## config.mk

```make
export PLATFORM = sky130hd
export DESIGN_NAME = comm_slave
export DESIGN_NICKNAME = d
export VERILOG_FILES = /design/src/rtl/comm_slave.sv
export SDC_FILE = /design/constraint.sdc
export NUM_CORES = 1
export LEC_CHECK = 0
export CORE_ASPECT_RATIO = 0.75
export CORE_MARGIN = 5
export CORE_UTILIZATION = 50
export DETAILED_ROUTE_END_ITERATION = 16
export HOLD_SLACK_MARGIN = 0.02
export PLACE_DENSITY = 0.74
export SETUP_SLACK_MARGIN = 0.5
export SLEW_MARGIN = 15
export SYNTH_ARGS = -nofsm -noshare
export SYNTH_HDL_FRONTEND = slang
export SYNTH_SLANG_ARGS = --single-unit
export TNS_END_PERCENT = 10
```

## constraint.sdc

```tcl
create_clock -name clk -period 3.51 [get_ports clk]
set_input_delay 0.702 -clock clk [delete_from_list [all_inputs] [get_ports clk]]
set_output_delay 0.702 -clock clk [all_outputs]
set_load 0.01 [all_outputs]
```

## src/rtl/comm_slave.sv

```systemverilog
`timescale 1ns/1ps
// comm_slave: copter-side end of the wireless command link.
//   Receives 3-byte 8N1 UART frames (cmd, data[15:8], data[7:0]) and presents
//   them as a parallel command with a cmd_rdy handshake; transmits one
//   response byte on request. RX and TX paths run independently (full duplex).
// Ports:
//   clk, rst        system clock, asynchronous active-high reset
//   RX / TX         serial in (asynchronous, idle high) / serial out (idle high)
//   cmd, data       last complete frame
//   cmd_rdy         frame available; cleared by clr_cmd_rdy pulse
//   send_resp, resp start transmitting resp (ignored while tx_busy)
//   tx_busy         transmitter active
//   resp_sent       one-cycle pulse at end of the response stop bit
//   overrun         one-cycle pulse when a frame overwrites an uncleared one
module comm_slave #(
    parameter int BAUD_DIV = 2604,
    parameter int TIMEOUT  = 65535
) (
    input  logic        clk,
    input  logic        rst,
    input  logic        RX,
    output logic        TX,
    output logic [7:0]  cmd,
    output logic [15:0] data,
    output logic        cmd_rdy,
    input  logic        clr_cmd_rdy,
    input  logic        send_resp,
    input  logic [7:0]  resp,
    output logic        tx_busy,
    output logic        resp_sent,
    output logic        overrun
);
    localparam logic [11:0] BAUD_LAST = 12'(BAUD_DIV - 1);
    localparam logic [11:0] HALF_LAST = 12'(BAUD_DIV / 2 - 1);
    localparam logic [15:0] TO_LAST   = 16'(TIMEOUT - 1);

    typedef enum logic [1:0] {S_IDLE, S_START, S_DATA, S_STOP} uart_state_t;

    // ---------------- RX synchroniser (preset to line-idle level) ----------
    logic rx_meta_q, rx_sync_q, rx_prev_q;
    always_ff @(posedge clk or posedge rst) begin
        if (rst) begin
            rx_meta_q <= 1'b1;
            rx_sync_q <= 1'b1;
            rx_prev_q <= 1'b1;
        end else begin
            rx_meta_q <= RX;
            rx_sync_q <= rx_meta_q;
            rx_prev_q <= rx_sync_q;
        end
    end

    // ---------------- RX bit FSM + frame assembler -------------------------
    uart_state_t rx_state_q, rx_state_d;
    logic [11:0] rx_cnt_q, rx_cnt_d;
    logic [2:0]  rx_bit_q, rx_bit_d;
    logic [7:0]  rx_shift_q, rx_shift_d;
    logic [1:0]  idx_q, idx_d;
    logic [7:0]  shadow0_q, shadow0_d, shadow1_q, shadow1_d;
    logic [7:0]  cmd_q, cmd_d;
    logic [15:0] data_q, data_d;
    logic        cmd_rdy_q, cmd_rdy_d, overrun_q, overrun_d;
    logic [15:0] idle_cnt_q, idle_cnt_d;
    logic        start_det, byte_valid, frame_err;

    always_comb begin
        rx_state_d = rx_state_q;
        rx_cnt_d   = rx_cnt_q;
        rx_bit_d   = rx_bit_q;
        rx_shift_d = rx_shift_q;
        start_det  = 1'b0;
        byte_valid = 1'b0;
        frame_err  = 1'b0;
        case (rx_state_q)
            S_IDLE: begin
                if (rx_prev_q && !rx_sync_q) begin
                    start_det  = 1'b1;
                    rx_cnt_d   = '0;
                    rx_state_d = S_START;
                end
            end
            S_START: begin
                if (rx_cnt_q == HALF_LAST) begin
                    // Mid-start-bit resample rejects short glitches.
                    rx_cnt_d   = '0;
                    rx_bit_d   = '0;
                    rx_state_d = rx_sync_q ? S_IDLE : S_DATA;
                end else begin
                    rx_cnt_d = rx_cnt_q + 12'd1;
                end
            end
            S_DATA: begin
                if (rx_cnt_q == BAUD_LAST) begin
                    rx_cnt_d   = '0;
                    rx_shift_d = {rx_sync_q, rx_shift_q[7:1]};
                    if (rx_bit_q == 3'd7) rx_state_d = S_STOP;
                    else                  rx_bit_d   = rx_bit_q + 3'd1;
                end else begin
                    rx_cnt_d = rx_cnt_q + 12'd1;
                end
            end
            default: begin // S_STOP
                if (rx_cnt_q == BAUD_LAST) begin
                    rx_cnt_d   = '0;
                    byte_valid = rx_sync_q;
                    frame_err  = !rx_sync_q;
                    rx_state_d = S_IDLE;
                end else begin
                    rx_cnt_d = rx_cnt_q + 12'd1;
                end
            end
        endcase
    end

    always_comb begin
        idx_d      = idx_q;
        shadow0_d  = shadow0_q;
        shadow1_d  = shadow1_q;
        cmd_d      = cmd_q;
        data_d     = data_q;
        cmd_rdy_d  = cmd_rdy_q & ~clr_cmd_rdy;
        overrun_d  = 1'b0;
        idle_cnt_d = idle_cnt_q;

        // Inter-byte timeout only counts while a frame is partially assembled
        // and the line is idle between bytes.
        if (start_det || idx_q == 2'd0) begin
            idle_cnt_d = '0;
        end else if (rx_state_q == S_IDLE) begin
            if (idle_cnt_q == TO_LAST) begin
                idle_cnt_d = '0;
                idx_d      = 2'd0;
            end else begin
                idle_cnt_d = idle_cnt_q + 16'd1;
            end
        end

        if (frame_err) begin
            idx_d = 2'd0;
        end else if (byte_valid) begin
            case (idx_q)
                2'd0: begin
                    shadow0_d = rx_shift_q;
                    idx_d     = 2'd1;
                end
                2'd1: begin
                    shadow1_d = rx_shift_q;
                    idx_d     = 2'd2;
                end
                2'd2: begin
                    cmd_d     = shadow0_q;
                    data_d    = {shadow1_q, rx_shift_q};
                    cmd_rdy_d = 1'b1;        // set beats a coincident clear
                    overrun_d = cmd_rdy_q;
                    idx_d     = 2'd0;
                end
                default: idx_d = 2'd0;
            endcase
        end
    end

    always_ff @(posedge clk or posedge rst) begin
        if (rst) begin
            rx_state_q <= S_IDLE;
            rx_cnt_q   <= '0;
            rx_bit_q   <= '0;
            rx_shift_q <= '0;
            idx_q      <= '0;
            shadow0_q  <= '0;
            shadow1_q  <= '0;
            cmd_q      <= '0;
            data_q     <= '0;
            cmd_rdy_q  <= 1'b0;
            overrun_q  <= 1'b0;
            idle_cnt_q <= '0;
        end else begin
            rx_state_q <= rx_state_d;
            rx_cnt_q   <= rx_cnt_d;
            rx_bit_q   <= rx_bit_d;
            rx_shift_q <= rx_shift_d;
            idx_q      <= idx_d;
            shadow0_q  <= shadow0_d;
            shadow1_q  <= shadow1_d;
            cmd_q      <= cmd_d;
            data_q     <= data_d;
            cmd_rdy_q  <= cmd_rdy_d;
            overrun_q  <= overrun_d;
            idle_cnt_q <= idle_cnt_d;
        end
    end

    // ---------------- TX FSM ------------------------------------------------
    uart_state_t tx_state_q, tx_state_d;
    logic [11:0] tx_cnt_q, tx_cnt_d;
    logic [2:0]  tx_bit_q, tx_bit_d;
    logic [7:0]  tx_shift_q, tx_shift_d;
    logic        tx_q, tx_d, tx_busy_q, tx_busy_d, resp_sent_q, resp_sent_d;

    always_comb begin
        tx_state_d  = tx_state_q;
        tx_cnt_d    = tx_cnt_q;
        tx_bit_d    = tx_bit_q;
        tx_shift_d  = tx_shift_q;
        tx_d        = tx_q;
        tx_busy_d   = tx_busy_q;
        resp_sent_d = 1'b0;
        case (tx_state_q)
            S_IDLE: begin
                tx_d = 1'b1;
                if (send_resp) begin
                    tx_shift_d = resp;
                    tx_cnt_d   = '0;
                    tx_d       = 1'b0;
                    tx_busy_d  = 1'b1;
                    tx_state_d = S_START;
                end
            end
            S_START: begin
                if (tx_cnt_q == BAUD_LAST) begin
                    tx_cnt_d   = '0;
                    tx_bit_d   = '0;
                    tx_d       = tx_shift_q[0];
                    tx_state_d = S_DATA;
                end else begin
                    tx_cnt_d = tx_cnt_q + 12'd1;
                end
            end
            S_DATA: begin
                if (tx_cnt_q == BAUD_LAST) begin
                    tx_cnt_d = '0;
                    if (tx_bit_q == 3'd7) begin
                        tx_d       = 1'b1;
                        tx_state_d = S_STOP;
                    end else begin
                        // TX is registered, so present the next bit now.
                        tx_shift_d = {1'b0, tx_shift_q[7:1]};
                        tx_d       = tx_shift_q[1];
                        tx_bit_d   = tx_bit_q + 3'd1;
                    end
                end else begin
                    tx_cnt_d = tx_cnt_q + 12'd1;
                end
            end
            default: begin // S_STOP
                if (tx_cnt_q == BAUD_LAST) begin
                    tx_cnt_d    = '0;
                    tx_busy_d   = 1'b0;
                    resp_sent_d = 1'b1;
                    tx_state_d  = S_IDLE;
                end else begin
                    tx_cnt_d = tx_cnt_q + 12'd1;
                end
            end
        endcase
    end

    always_ff @(posedge clk or posedge rst) begin
        if (rst) begin
            tx_state_q  <= S_IDLE;
            tx_cnt_q    <= '0;
            tx_bit_q    <= '0;
            tx_shift_q  <= '0;
            tx_q        <= 1'b1;
            tx_busy_q   <= 1'b0;
            resp_sent_q <= 1'b0;
        end else begin
            tx_state_q  <= tx_state_d;
            tx_cnt_q    <= tx_cnt_d;
            tx_bit_q    <= tx_bit_d;
            tx_shift_q  <= tx_shift_d;
            tx_q        <= tx_d;
            tx_busy_q   <= tx_busy_d;
            resp_sent_q <= resp_sent_d;
        end
    end

    assign TX        = tx_q;
    assign cmd       = cmd_q;
    assign data      = data_q;
    assign cmd_rdy   = cmd_rdy_q;
    assign overrun   = overrun_q;
    assign tx_busy   = tx_busy_q;
    assign resp_sent = resp_sent_q;
endmodule

```

Word level (Yosys, flattened, before mapping)
Index checks and enable logic that the tools add are counted.
- add/subtract/negate cells: 5
- multiply operators: 0
- divide/modulo/power cells: 0
- order comparisons: 0
- equal/unequal tests: 23
- shifts and indexed selects: 0
- muxes and demuxes: 63
- bitwise gates (word level): 4
- reduce and logical (&&, ||, !) cells: 30
- operators by type and width (kind ; count):
    $mux 12 ; 6
    $mux 16 ; 3
    $mux 2 ; 16
    $add 12x1->12 const B ; 2
    $eq 12x12->1 const B ; 2
    $mux 8 ; 3
    $pmux 12 s2 ; 1
    $mux 1 ; 20
    $ne 2x2->1 const B ; 10
    $mux 3 ; 6
    $reduce_and 3->1 ; 6
    $add 16x1->16 const B ; 1
    $eq 16x16->1 const B ; 1
    $pmux 8 s2 ; 1
    $eq 12x11->1 const B ; 1
    $pmux 2 s3 ; 2
    $pmux 3 s2 ; 2
    $reduce_and 4->1 ; 3
    $reduce_bool 3->1 ; 4
    $reduce_and 5->1 ; 2
    $reduce_bool 2->1 ; 5
    $add 3x1->3 const B ; 2
    $eq 2x1->1 const B ; 3
    $eq 2x2->1 const B ; 3
    14 further kinds ; 20
- bits in registers: 116
- bits in latches: 0
- bits in writable memories: 0
- ROM bits: 0
- bits of input ports: 13
- output and inout port bits: 29
- memories kept: 0

Longest topological paths before layout
Gate-level depths: netlist of the first run.
- word-level depth: 8
- depth in mapped cells: 7
- mapped depth without buffers: 6

Worst setup path before layout of the first run
OpenSTA, ideal clock, no wires.
- path kind: reg-to-reg
- from: register rx_cnt_q[0]
- to: register cmd_q[0] (netlist: cmd[0])
- arrival time: 1866 ps
- required time: 3385 ps
- setup slack: 1519 ps
- stages on the path, launching flop included: 8
- path buffers: 2
- period minus slack after synthesis: 1991 ps
- path through: dfrtp_1 > ha_1 > nor4b_4 > and4_1 > buf_4 > nand4_4 > buf_6 > mux2_4
- word-level cells in the longest chain between the ends: 5
- elaborated cells between the ends (all ways): 7
- ends and longest elaborated chain (what ; RTL line ; source):
    start, declared ; 55 ; logic [11:0] rx_cnt_q, rx_cnt_d;
    start signal, assigned ; 178 ; rx_cnt_q <= rx_cnt_d;
    $eq 12x12->1 * ; 103 ; if (rx_cnt_q == BAUD_LAST) begin
    $mux 1 ; 103 ;
    $mux 1 ; 74 ; case (rx_state_q)
    $not 1->1 (no line) ; -- ;
    $reduce_and 3->1 (no line) * ; -- ;
    end signal, assigned ; 184 ; cmd_q <= cmd_d;
    end, declared ; 60 ; logic [7:0] cmd_q, cmd_d;
Every way passes the cells marked *; elsewhere a longest branch is shown, timed or not.
A chain may end at the register's enable or synchronous reset.

Final worst setup path of the first run
- from: register rx_cnt_q[0]
- to: register data_q[7] (netlist: data[7])
- word-level cells in the longest chain between the ends: 5
- elaborated cells between the ends (all ways): 7
- ends and longest elaborated chain (what ; RTL line ; source):
    $eq 12x12->1 * ; 103 ;
    $mux 1 ; 103 ;
    $mux 1 ; 74 ;
    $not 1->1 (no line) ; -- ;
    $reduce_and 3->1 (no line) * ; -- ;
    end signal, assigned ; 185 ; data_q <= data_d;
    end, declared ; 61 ; logic [15:0] data_q, data_d;
Marked as above.

==> results of run 1 <==
-- cell type report --
class,count,area (µm²),area share
flip-flops and latches,116,2908,0.4218
multi-input cells,347,2695,0.3909
repair buffers,45,452.9,0.06570
clock buffers,17,425.4,0.06171
well taps,144,180.2,0.02613
clock inverters,15,146.4,0.02123
inverters,22,86.33,0.01252
-- cells in the final DEF, fill, tap and decap left out, types with 4 or more instances in the layout --
cell type        instances
inv_1                   21
clkinvlp_4               5
nand4_1                 10
or4_1                    4
mux2_2                  41
o2bb2ai_1                4
clkbuf_16               17
and3_1                   6
a22o_1                  11
inv_6                    5
nand3_1                 17
nor4_1                   6
nor2b_1                  5
mux2_4                  18
nand2_1                 33
dfrtp_1                112
o21ai_0                 25
o211ai_1                 5
dfstp_2                  4
mux2_1                   7
a21oi_1                  7
or3_1                   11
o31ai_1                  7
nor2_1                  22
a31oi_1                 16
nor3_1                   9
clkdlybuf4s50_1         41
and2_1                   4
xnor2_1                  4
o22ai_1                  6
ha_1                    14
-- routing by layer --
metal / part of all wire / track usage / up-vias
met2: 0.47 / 0.2883 / 101
met4: 0.0093 / 0.05712 / 0
met5: 0 / 0 / -
met3: 0.044 / 0.05707 / 13
li1: - / - / 1962
met1: 0.47 / 0.2521 / 2077
-- per-stage QoR --
| stage | power, mW | hold WS (ns) | cell area [µm²] |
|---|---|---|---|
| 5_1_grt | 4.208 | 0.3630 | 6894 |
| 3_3_place_gp | 2.313 | 0.3462 | 6314 |
| 6_report | 4.002 | 0.3510 | 6894 |
| 4_1_cts | 4.038 | 0.3576 | 6885 |
| 2_1_floorplan | 2.161 | 0.3452 | 5777 |
| 3_5_place_dp | 2.359 | 0.3484 | 6314 |
-- report_power, final --
part	internal [mW]	switching [mW]	leakage [nW]	total (mW)
logic	0.351	0.389	1.21	0.740
clock network	0.989	0.665	0.269	1.65
registers	1.47	0.135	1.57	1.61
-- worst max-delay path, stage by stage (launching register included) --
cell     delay, ns
dfrtp_1       0.45
ha_1          0.26
nor4b_4       0.31
and4_1        0.44
nand4_4       0.55
mux2_4        0.51
-- worst max path at each step --
| stage | end | slack [ns] | cells after the start |
|---|---|---|---|
| after detailed placement | tx_shift_q[0] | 0.57 | 4 |
| after global routing | data[7] | 0.69 | 5 |
| after CTS | tx_shift_q[3] | 0.82 | 5 |
| final | data[7] | 0.88 | 5 |
| after floorplan | cmd[0] | 1.40 | 1 |
| after global placement | tx_shift_q[4] | 0.69 | 4 |
-- logic make-up after synthesis --
logic type	Yosys count	synth area share
buffers and inverters	42	0.03099
multiplexers	67	0.1422
adder cells (fa/ha/maj)	14	0.03034
AND/OR/NAND/NOR	161	0.1671
AO/OA/AOI/OAI	100	0.1181
flip-flops	116	0.5037
XOR/XNOR	5	0.007585
-- flip-flops by register name, summed over array words and instances (netlist names), 2 cells and up --
register,cells
tx_bit_q,3
cmd,8
tx_cnt_q,12
shadow1_q,8
rx_state_q,2
shadow0_q,8
tx_shift_q,8
idle_cnt_q,16
rx_bit_q,3
data,16
rx_cnt_q,12
tx_state_q,2
idx_q,2
rx_shift_q,8
==> summary.txt, run 1 <==
Yosys
  – Async set-reset flop share out of synthesis: 1.000
  – Synthesized cell area: 5773 µm²
  – Post-synth top area share: 0.4855
  – Synth warn: 0
  – Seq/Total Area, Yosys: 0.5037
  – Largest cells by area after synthesis: dfrtp_1 49%, mux2_2 8.0%, mux2_4 4.7%
  – Cell taking the most area after synthesis: dfrtp_1
  – Synth top cells by count: 112 x dfrtp_1, 41 x mux2_2, 33 x nand2_1, 25 x o21ai_0
  – Syn Inst Count: about 500
  – Cell variety after synth: 63
  – Main flop type after synthesis: dfrtp_1
  – Top-count cell post-synth: dfrtp_1
  – Synth Net Count: ~530
  – Synthesis-stage register bit count: between 100 and 150
  – Number of flops mapped to enable cells by yosys: 0
  – Synthesized area per cell: 11.43 µm²

GRT
  – Final global-route overflow total: 0
  – GRT Resource Usage Total: 0.1851
  – Vias in the first global route: a little over 4000
  – Largest net degree at the start of global routing: between 100 and 150
  – First-pass GRT wire length: 20530 µm
  – Initial antenna violation count: 0

Worst setup path
  – FF-to-FF setup slack: just under 0.9 ns
  – Worst Setup SP: rx_cnt_q[0]
  – Worst r2r dst: data[7]
  – Crit Path Class: reg -> reg
  – Critical Path Sink Type: register
  – CP Launch Type: register
  – R2R cell count: 5
  – Worst EP arrival: just under 3 ns
  – Reg-to-reg startpoint: rx_cnt_q[0]
  – Maximum fanout along the worst path: 26
  – Critical Path RT: 3.80 ns

Clocking
  – Post-CTS sizing: 0
  – Root Driver: clkbuf_16
  – CTS tree: yes
  – Clk Latency, worst-skew pair: ~0.41 ns
  – Clk buf depth: 2
  – Clock sinks: around 120
  – H-tree level count: 4
  – CTS hold repair buffers: 0
  – Setup Fix Bufs, Post-CTS: 0
  – Reg clk slew, reported paths: about 0.06 ns
  – Cts bufs inserted: 17

Worst hold path
  – Hold WC Path Type: reg -> reg
  – Hold Path Origin: rx_meta_q
  – WHS Path Cells: 0
  – Hold EP: rx_sync_q

Timing
  – Worst Skew: just over 0.009 ns
  – Worst setup margin: 0.8814 ns
  – Min Tclk post-route: around 2.6 ns
  – Sum Neg Setup Slack: 0 ns
  – Fmax: 0.3804 GHz
  – Finish-stage setup viols: 0
  – Final Slew Violations: 0
  – Relative slew margins: 0.2995
  – RSZ-0062 raised after global routing: false
  – Fin crit share: 0.7489
  – Tightest Pin Transition: 1.046 ns
  – Final hold viol count: 0

Routing
  – # DRC: 0
  – Post-route ant nets: 0
  – 1st-iter DRT viols: 342
  – Via Count: approximately 4200
  – Drt total wl: around 12000 µm
  – DRT Pass-1 Iters: 4
  – Drt wl/cell: between 15 and 20 µm
  – Vias per cell: slightly below 6

Floorplan
  – Initial core utilization: 0.5045
  – Area of the die: around 14000 µm²
  – Top-level port count: 42
  – Die Wd: between 100 and 150 µm
  – Core area: 11440 µm²
  – FP Rows: 34
  – Die Y: a little over 100 µm

Final layout
  – Area growth syn-to-layout: 19.42%
  – Layout cell share with drive strength beyond 1: 0.2082
  – # nets final: approximately 580
  – ANT cells: 0
  – Layout Utilization: 0.6024
  – Fill count: around 890
  – Finished Layout Cells: 706

Placement
  – IO buf count: between 40 and 50
  – HPWL Detailed: ~7600 µm
  – DP Cell Count: between 600 and 700
  – Post-place setup slack: about 0.57 ns
  – Routability Congestion: between 0.8 and 0.9

Outcome
  – Status: complete, no violations

Power and ir drop
  – Max IR drop VDD: ~0.41 mV
  – Pwr per Cell Area: between 500 and 600 nW/µm²
  – Static Leak: between 3 and 4 nW

Job
  – Max-Cap Viols: 0
Note: power is estimated with default switching activity, not from simulation.
==> run 2, diff against run 1 <==
--- a/config.mk
+++ b/config.mk
@@ -10,7 +10,7 @@
 export CORE_UTILIZATION = 50
 export DETAILED_ROUTE_END_ITERATION = 16
 export HOLD_SLACK_MARGIN = 0.02
-export PLACE_DENSITY = 0.74
+export PLACE_DENSITY = 0.72
 export SETUP_SLACK_MARGIN = 0.5
 export SLEW_MARGIN = 15
 export SYNTH_ARGS = -nofsm -noshare
==> constraint.sdc (replaced) <==
create_clock -name clk -period 2.5 [get_ports clk]
set_input_delay 0.5 -clock clk [delete_from_list [all_inputs] [get_ports clk]]
set_output_delay 0.5 -clock clk [all_outputs]
set_load 0.01 [all_outputs]
==> run 2 against run 1 <==
Non-clock buffer count increased by 18. Highest routed layer unchanged. Worst setup slack got worse by 0.40 ns. Core utilization increased by 1.9 points.
==> summary.txt, run 2 (synthesis gave the netlist of run 1 again) <==
Worst setup path
  – Critical Path Sink Type: register (unchanged)
  – CP Cell Sequence: ha_2 > nor4b_4 > and4_4 > nand4_4 > buf_6 > mux2_4 (was ha_1 > nor4b_4 > and4_1 > nand4_4 > mux2_4)
  – Worst r2r dst: cmd[1] (was data[7])
  – Maximum fanout along the worst path: 26 (unchanged)
  – Critical Path RT: 2.80 ns (was 3.80 ns)
  – CP max stage delay: 0.43 ns (was 0.55 ns)
  – Crit path max-delay cell type: dfrtp_1 (was nand4_4)
  – R2R cell count: 6 (was 5)
  – Crit Path Class: reg -> reg (unchanged)
  – Worst EP arrival: 2.31 ns (was 2.92 ns)
  – CP Launch Type: register (unchanged)
  – FF-to-FF setup slack: 0.48 ns (was 0.88 ns)
  – Reg-to-reg startpoint: rx_cnt_q[0] (unchanged)

Worst hold path
  – Hold EP: rx_sync_q (unchanged)
  – WHS Path Cells: 0 (unchanged)
  – Hold Path Origin: rx_meta_q (unchanged)
  – Hold WC Path Type: reg -> reg (unchanged)

Routing
  – Via Count: 4289 (was 4153)
  – # DRC: 0 (unchanged)
  – Drt wl/cell: 17.16 µm (was 16.97 µm)
  – DRT Pass-1 Iters: 5 (was 4)
  – 1st-iter DRT viols: 343 (was 342)
  – Post-route ant nets: 0 (unchanged)
  – Vias per cell: 5.924 (was 5.882)
  – Drt total wl: 12420 µm (was 11980 µm)

Timing
  – Tightest Pin Transition: 0.4700 ns (was 1.046 ns)
  – Relative slew margins: 0.6855 (was 0.2995)
  – Fin crit share: 0.8063 (was 0.7489)
  – Sum Neg Setup Slack: 0 ns (unchanged)
  – Finish-stage setup viols: 0 (unchanged)
  – Worst Skew: 0.009136 ns (was 0.009301 ns)
  – Min Tclk post-route: 2.016 ns (was 2.629 ns)
  – Final hold viol count: 0 (unchanged)
  – RSZ-0062 raised after global routing: true (was false)
  – Fmax: 0.4961 GHz (was 0.3804 GHz)
  – Final Slew Violations: 0 (unchanged)

Floorplan
  – Area of the die: 13820 µm² (unchanged)
  – Die Y: 103.1 µm (unchanged)
  – Core area: 11440 µm² (unchanged)
  – Top-level port count: 42 (unchanged)
  – FP Rows: 34 (unchanged)
  – Initial core utilization: 0.5045 (unchanged)
  – Die Wd: 134.1 µm (unchanged)

Final layout
  – Layout cell share with drive strength beyond 1: 0.2466 (was 0.2082)
  – Layout Utilization: 0.6219 (was 0.6024)
  – Area growth syn-to-layout: 23.28% (was 19.42%)
  – Commonest cells after routing, fill and taps aside: 112 x dfrtp_1, 41 x mux2_2, 41 x clkdlybuf4s50_1 (unchanged)
  – Commonest non-fill, non-tap cell in the layout: dfrtp_1 (unchanged)
  – # nets final: 594 (was 576)
  – Finished Layout Cells: 724 (was 706)
  – Cell area after layout: 7117 µm² (was 6894 µm²)
  – ANT cells: 0 (unchanged)

Clocking
  – Cts bufs inserted: 17 (unchanged)
  – Clock sinks: 116 (unchanged)
  – Clk Latency, worst-skew pair: 0.41 ns (about the same)
  – CTS hold repair buffers: 0 (unchanged)
  – Clk buf depth: 2 (unchanged)
  – CTS tree: yes (unchanged)
  – Root Driver: clkbuf_16 (unchanged)
  – H-tree level count: 4 (unchanged)
  – Reg clk slew, reported paths: 0.06 ns (about the same)

Placement
  – HPWL Detailed: 8267 µm (was 7647 µm)
  – Routability Congestion: 0.8489 (was 0.8037)
  – Post-DP Area: 6419 µm² (was 6314 µm²)
  – IO buf count: 41 (unchanged)
  – DP Cell Count: 688 (was 674)

Power and ir drop
  – Clock share of power: 0.419 (was 0.413)
  – Post-layout total power: 5.835 mW (was 4.002 mW)
  – Sequential power share: 0.388 (was 0.402)
  – Sw Ratio: 0.2909 (was 0.2968)
  – P_sw: 1.698 mW (was 1.188 mW)
  – Static Leak: 3.161 nW (was 3.043 nW)
  – Pwr per Cell Area: 819.9 nW/µm² (was 580.5 nW/µm²)
  – Max IR drop VDD: 0.5218 mV (was 0.4069 mV)
  – P_int: 4.137 mW (was 2.814 mW)
  – Comb power frac: 0.193 (was 0.185)

GRT
  – GRT Resource Usage Total: 0.1937 (was 0.1851)
  – Initial antenna violation count: 0 (unchanged)
  – First-pass GRT wire length: 21650 µm (was 20530 µm)
  – Vias in the first global route: 4323 (was 4130)
  – Final global-route overflow total: 0 (unchanged)
  – Largest net degree at the start of global routing: 39 (was 117)

Job
  – Max-Cap Viols: 0 (unchanged)

Outcome
  – Status: complete, no violations (unchanged)
## run 2: layout make-up
class | instances | area (µm²)
clock buffers | 17 | 425.4
clock inverters | 15 | 171.4
fillers | 866 | 4327
inverters | 22 | 86.33
multi-input cells | 347 | 2754
flip-flops and latches | 116 | 2908
well taps | 144 | 180.2
repair buffers | 63 | 591.8
## run 2: what timing repair did
| action | in CTS | in global routing |
|---|---|---|
| setup endpoints to repair | 55 | 73 |
| hold endpoints to repair | 0 | 0 |
| cloned | 0 | 0 |
| gates resized for setup | 7 | 9 |
| setup buffers | 3 | 1 |
| pin swaps | 1 | 1 |
## run 2: worst max-delay path, delay by kind of cell, from the launching register on
kind,cells,cell delay [ns]
simple gates,3,0.67
flops,1,0.43
buf+inv,1,0.22
fa+ha+maj,1,0.24
mux,1,0.33
## run 2: metal layers
layer  vias to the layer above  routed length (µm)  share of wire  global-route usage
met2                       128                5626           0.45              0.3035
li1                       2010                   -              -                   -
met3                        12                 695          0.056             0.05024
met1                      2139                5974           0.48              0.2688
met5                         -                   0              0                   0
met4                         0                 127          0.010             0.05869
## run 2: worst max-delay path by stage
stage	start	endpoint	depth (start not counted)
after floorplan	rx_cnt_q[0]	cmd[0]	7
after global placement	rx_cnt_q[0]	data[11]	6
after detailed placement	rx_cnt_q[0]	data[4]	6
after CTS	tx_bit_q[0]	tx_shift_q[5]	5
after global routing	rx_cnt_q[0]	data[14]	6
final	rx_cnt_q[0]	cmd[1]	6
## run 2: power by group through the flow
stage / Combinational, mW / Sequential, mW / Clock, mW
after floorplan: 0.795 / 2.24 / 0
after global placement: 1.03 / 2.27 / 0
after detailed placement: 1.07 / 2.28 / 0
after CTS: 1.12 / 2.25 / 2.47
after global routing: 1.26 / 2.29 / 2.59
final: 1.13 / 2.26 / 2.45
## run 2: metrics by stage
stage	hold WS, ns	worst slack, ns
2_1_floorplan	0.3452	0.5093
5_1_grt	0.3663	0.3973
3_5_place_dp	0.3484	0.2587
3_3_place_gp	0.3470	0.3467
4_1_cts	0.3627	0.4271
6_report	0.3592	0.4844
==> run 3, diff against run 2 <==
--- a/config.mk
+++ b/config.mk
@@ -10,7 +10,7 @@
 export CORE_UTILIZATION = 50
 export DETAILED_ROUTE_END_ITERATION = 16
 export HOLD_SLACK_MARGIN = 0.02
-export PLACE_DENSITY = 0.72
+export PLACE_DENSITY = 0.74
 export SETUP_SLACK_MARGIN = 0.5
 export SLEW_MARGIN = 15
 export SYNTH_ARGS = -nofsm -noshare
==> constraint.sdc (replaced) <==
create_clock -name clk -period 1.85 [get_ports clk]
set_input_delay 0.37 -clock clk [delete_from_list [all_inputs] [get_ports clk]]
set_output_delay 0.37 -clock clk [all_outputs]
set_load 0.01 [all_outputs]
==> run 3 against run 2 <==
The flow now finishes with violations (negative setup slack). Critical endpoint is now rx_shift_q[6]. Highest routed layer unchanged. Via count rose by 6.4%. Wire length rose by 17%. Final area rose by 8.6%. Sequential power rose by 32%. Register-to-register slack got worse by 0.50 ns. Worst hold slack got worse by 0.0045 ns. Fmax rose by 7.9%.
==> summary.txt, run 3 (synthesis gave the netlist of run 1 again) <==
Worst setup path
  – Crit Path Class: reg -> reg (unchanged)
  – CP Launch Type: register (unchanged)
  – Critical Path RT: 2.15 ns (was 2.80 ns)
  – Critical Path Sink Type: register (unchanged)
  – Worst EP arrival: 2.17 ns (was 2.31 ns)
  – Maximum fanout along the worst path: 8 (was 26)
  – FF-to-FF setup slack: -0.02 ns (was 0.48 ns)

Power and ir drop
  – Pwr per Cell Area: 1080 nW/µm² (was 819.9 nW/µm²)
  – Max IR drop VDD: 0.8122 mV (was 0.5218 mV)
  – Post-layout total power: 8.350 mW (was 5.835 mW)
  – Static Leak: 3.605 nW (was 3.161 nW)

GRT
  – Initial antenna violation count: 0 (unchanged)
  – Largest net degree at the start of global routing: 70 (was 39)
  – GRT Resource Usage Total: 0.2194 (was 0.1937)
  – Vias in the first global route: 4802 (was 4323)
  – Final global-route overflow total: 0 (unchanged)
  – First-pass GRT wire length: 24220 µm (was 21650 µm)

Worst hold path
  – Hold WC Path Type: reg -> reg (unchanged)

Routing
  – Vias per cell: 5.864 (was 5.924)
  – DRT Pass-1 Iters: 5 (unchanged)
  – 1st-iter DRT viols: 352 (was 343)
  – # DRC: 0 (unchanged)
  – Drt wl/cell: 18.68 µm (was 17.16 µm)
  – Post-route ant nets: 0 (unchanged)
  – Via Count: 4562 (was 4289)
  – Drt total wl: 14530 µm (was 12420 µm)

Floorplan
  – Die Wd: 134.1 µm (unchanged)
  – Top-level port count: 42 (unchanged)
  – FP Rows: 34 (unchanged)
  – Core area: 11440 µm² (unchanged)
  – Die Y: 103.1 µm (unchanged)
  – Initial core utilization: 0.5045 (unchanged)
  – Area of the die: 13820 µm² (unchanged)

Timing
  – Final Slew Violations: 0 (unchanged)
  – Worst setup margin: -0.01885 ns (was 0.4844 ns)
  – Worst Skew: 0.01180 ns (was 0.009136 ns)
  – Fmax: 0.5351 GHz (was 0.4961 GHz)
  – Tightest Pin Transition: 0.5933 ns (was 0.4700 ns)
  – Min Tclk post-route: 1.869 ns (was 2.016 ns)
  – Fin crit share: 1.010 (was 0.8063)
  – Relative slew margins: 0.6030 (was 0.6855)
  – Hold Worst Slack: 0.3547 ns (was 0.3592 ns)
  – RSZ-0062 raised after global routing: true (unchanged)
  – Finish-stage setup viols: 11 (was 0)
  – Final hold viol count: 0 (unchanged)

Placement
  – HPWL Detailed: 9236 µm (was 8267 µm)
  – IO buf count: 41 (unchanged)
  – Routability Congestion: 0.8519 (was 0.8489)

Final layout
  – ANT cells: 0 (unchanged)
  – # nets final: 648 (was 594)
  – Layout cell share with drive strength beyond 1: 0.4322 (was 0.2466)
  – Area growth syn-to-layout: 33.94% (was 23.28%)
  – Commonest non-fill, non-tap cell in the layout: dfrtp_1 (unchanged)
  – Commonest cells after routing, fill and taps aside: 111 x dfrtp_1, 59 x buf_4, 36 x mux2_4 (was 112 x dfrtp_1, 41 x mux2_2, 41 x clkdlybuf4s50_1)

Clocking
  – Clk buf depth: 2 (unchanged)
  – Clk Latency, worst-skew pair: 0.42 ns (was 0.41 ns)
  – Reg clk slew, reported paths: 0.06 ns (about the same)
  – CTS tree: yes (unchanged)
  – Cts bufs inserted: 17 (unchanged)
  – H-tree level count: 4 (unchanged)
  – Clock sinks: 116 (unchanged)
  – Root Driver: clkbuf_16 (unchanged)
  – CTS hold repair buffers: 0 (unchanged)

Job
  – Max-Cap Viols: 0 (unchanged)

Outcome
  – Failing checks: negative setup slack
  – Status: finished, violations left (was complete, no violations)
run 3: changes by cell type in the layout (fill, tap and decap cells not counted), sizes merged:
| cell | delta |
|---|---|
| clkinvlp | +2 |
| buf | +83 |
| clkdlybuf4s50 | -29 |
| bufinv | -2 |
run 3: per-stage QoR:
| stage | util | instance area [µm²] | setup TNS, ns | setup slack [ns] | cells |
|---|---|---|---|---|---|
| 5_1_grt | 0.6757 | 7732 | -4.546 | -0.1139 | 778 |
| 4_1_cts | 0.6677 | 7641 | -0.1856 | -0.02178 | 778 |
| 2_1_floorplan | - | 5787 | -2.712 | -0.1029 | 505 |
| 3_5_place_dp | 0.6018 | 6887 | -4.695 | -0.1211 | 745 |
| 6_report | 0.6757 | 7732 | -0.1044 | -0.01885 | 778 |
| 3_3_place_gp | 0.6018 | 6887 | -1.350 | -0.08738 | 745 |
run 3: power breakdown:
group          switching [mW]  internal [mW]  leakage, nW
clock                    1.28           1.74        0.262
combinational            1.09           1.25         1.78
sequential              0.192           2.80         1.57
total                    2.56           5.79         3.60
run 3: repair_timing:
| item | in CTS | in global routing |
|---|---|---|
| resized for setup | 208 | 23 |
| endpoints found under the setup margin | 141 | 125 |
| pin swaps | 53 | 45 |
| buffers inserted | 1 | 0 |
run 3: final cells by class:
class	count	area (µm²)
Fill cell	799	3711
Clock buffer	17	425.4
Inverter	22	86.33
Tap cell	144	180.2
Clock inverter	15	120.1
Multi-Input combinational cell	347	3054
Timing Repair Buffer	117	957.2
Sequential cell	116	2909
run 3: routing by layer:
layer	vias up	track usage	part of all wire
li1	2108	-	-
met2	115	0.3659	0.49
met5	-	0	0
met3	22	0.05220	0.048
met1	2317	0.2844	0.45
met4	0	0.07903	0.013
run 3: path summary, 6_finish.rpt:
path / startpoint / endpoint / depth (start not counted)
worst max-delay path: rx_cnt_q[0] / rx_shift_q[6] / 6
worst min-delay path: rx_meta_q / rx_sync_q / 0
worst max register to register: rx_cnt_q[0] / rx_shift_q[6] / 6
worst min register to register: rx_meta_q / rx_sync_q / 0
max in group asynchronous: rst / rx_prev_q / 3
min in group asynchronous: rst / idle_cnt_q[13] / 3
run 3: worst max-delay path, stage by stage (launching register included):
cell	delay, ns
dfrtp_1	0.37
ha_2	0.20
nor4b_4	0.24
buf_4	0.20
nand3_4	0.07
or2_4	0.33
mux2_4	0.32
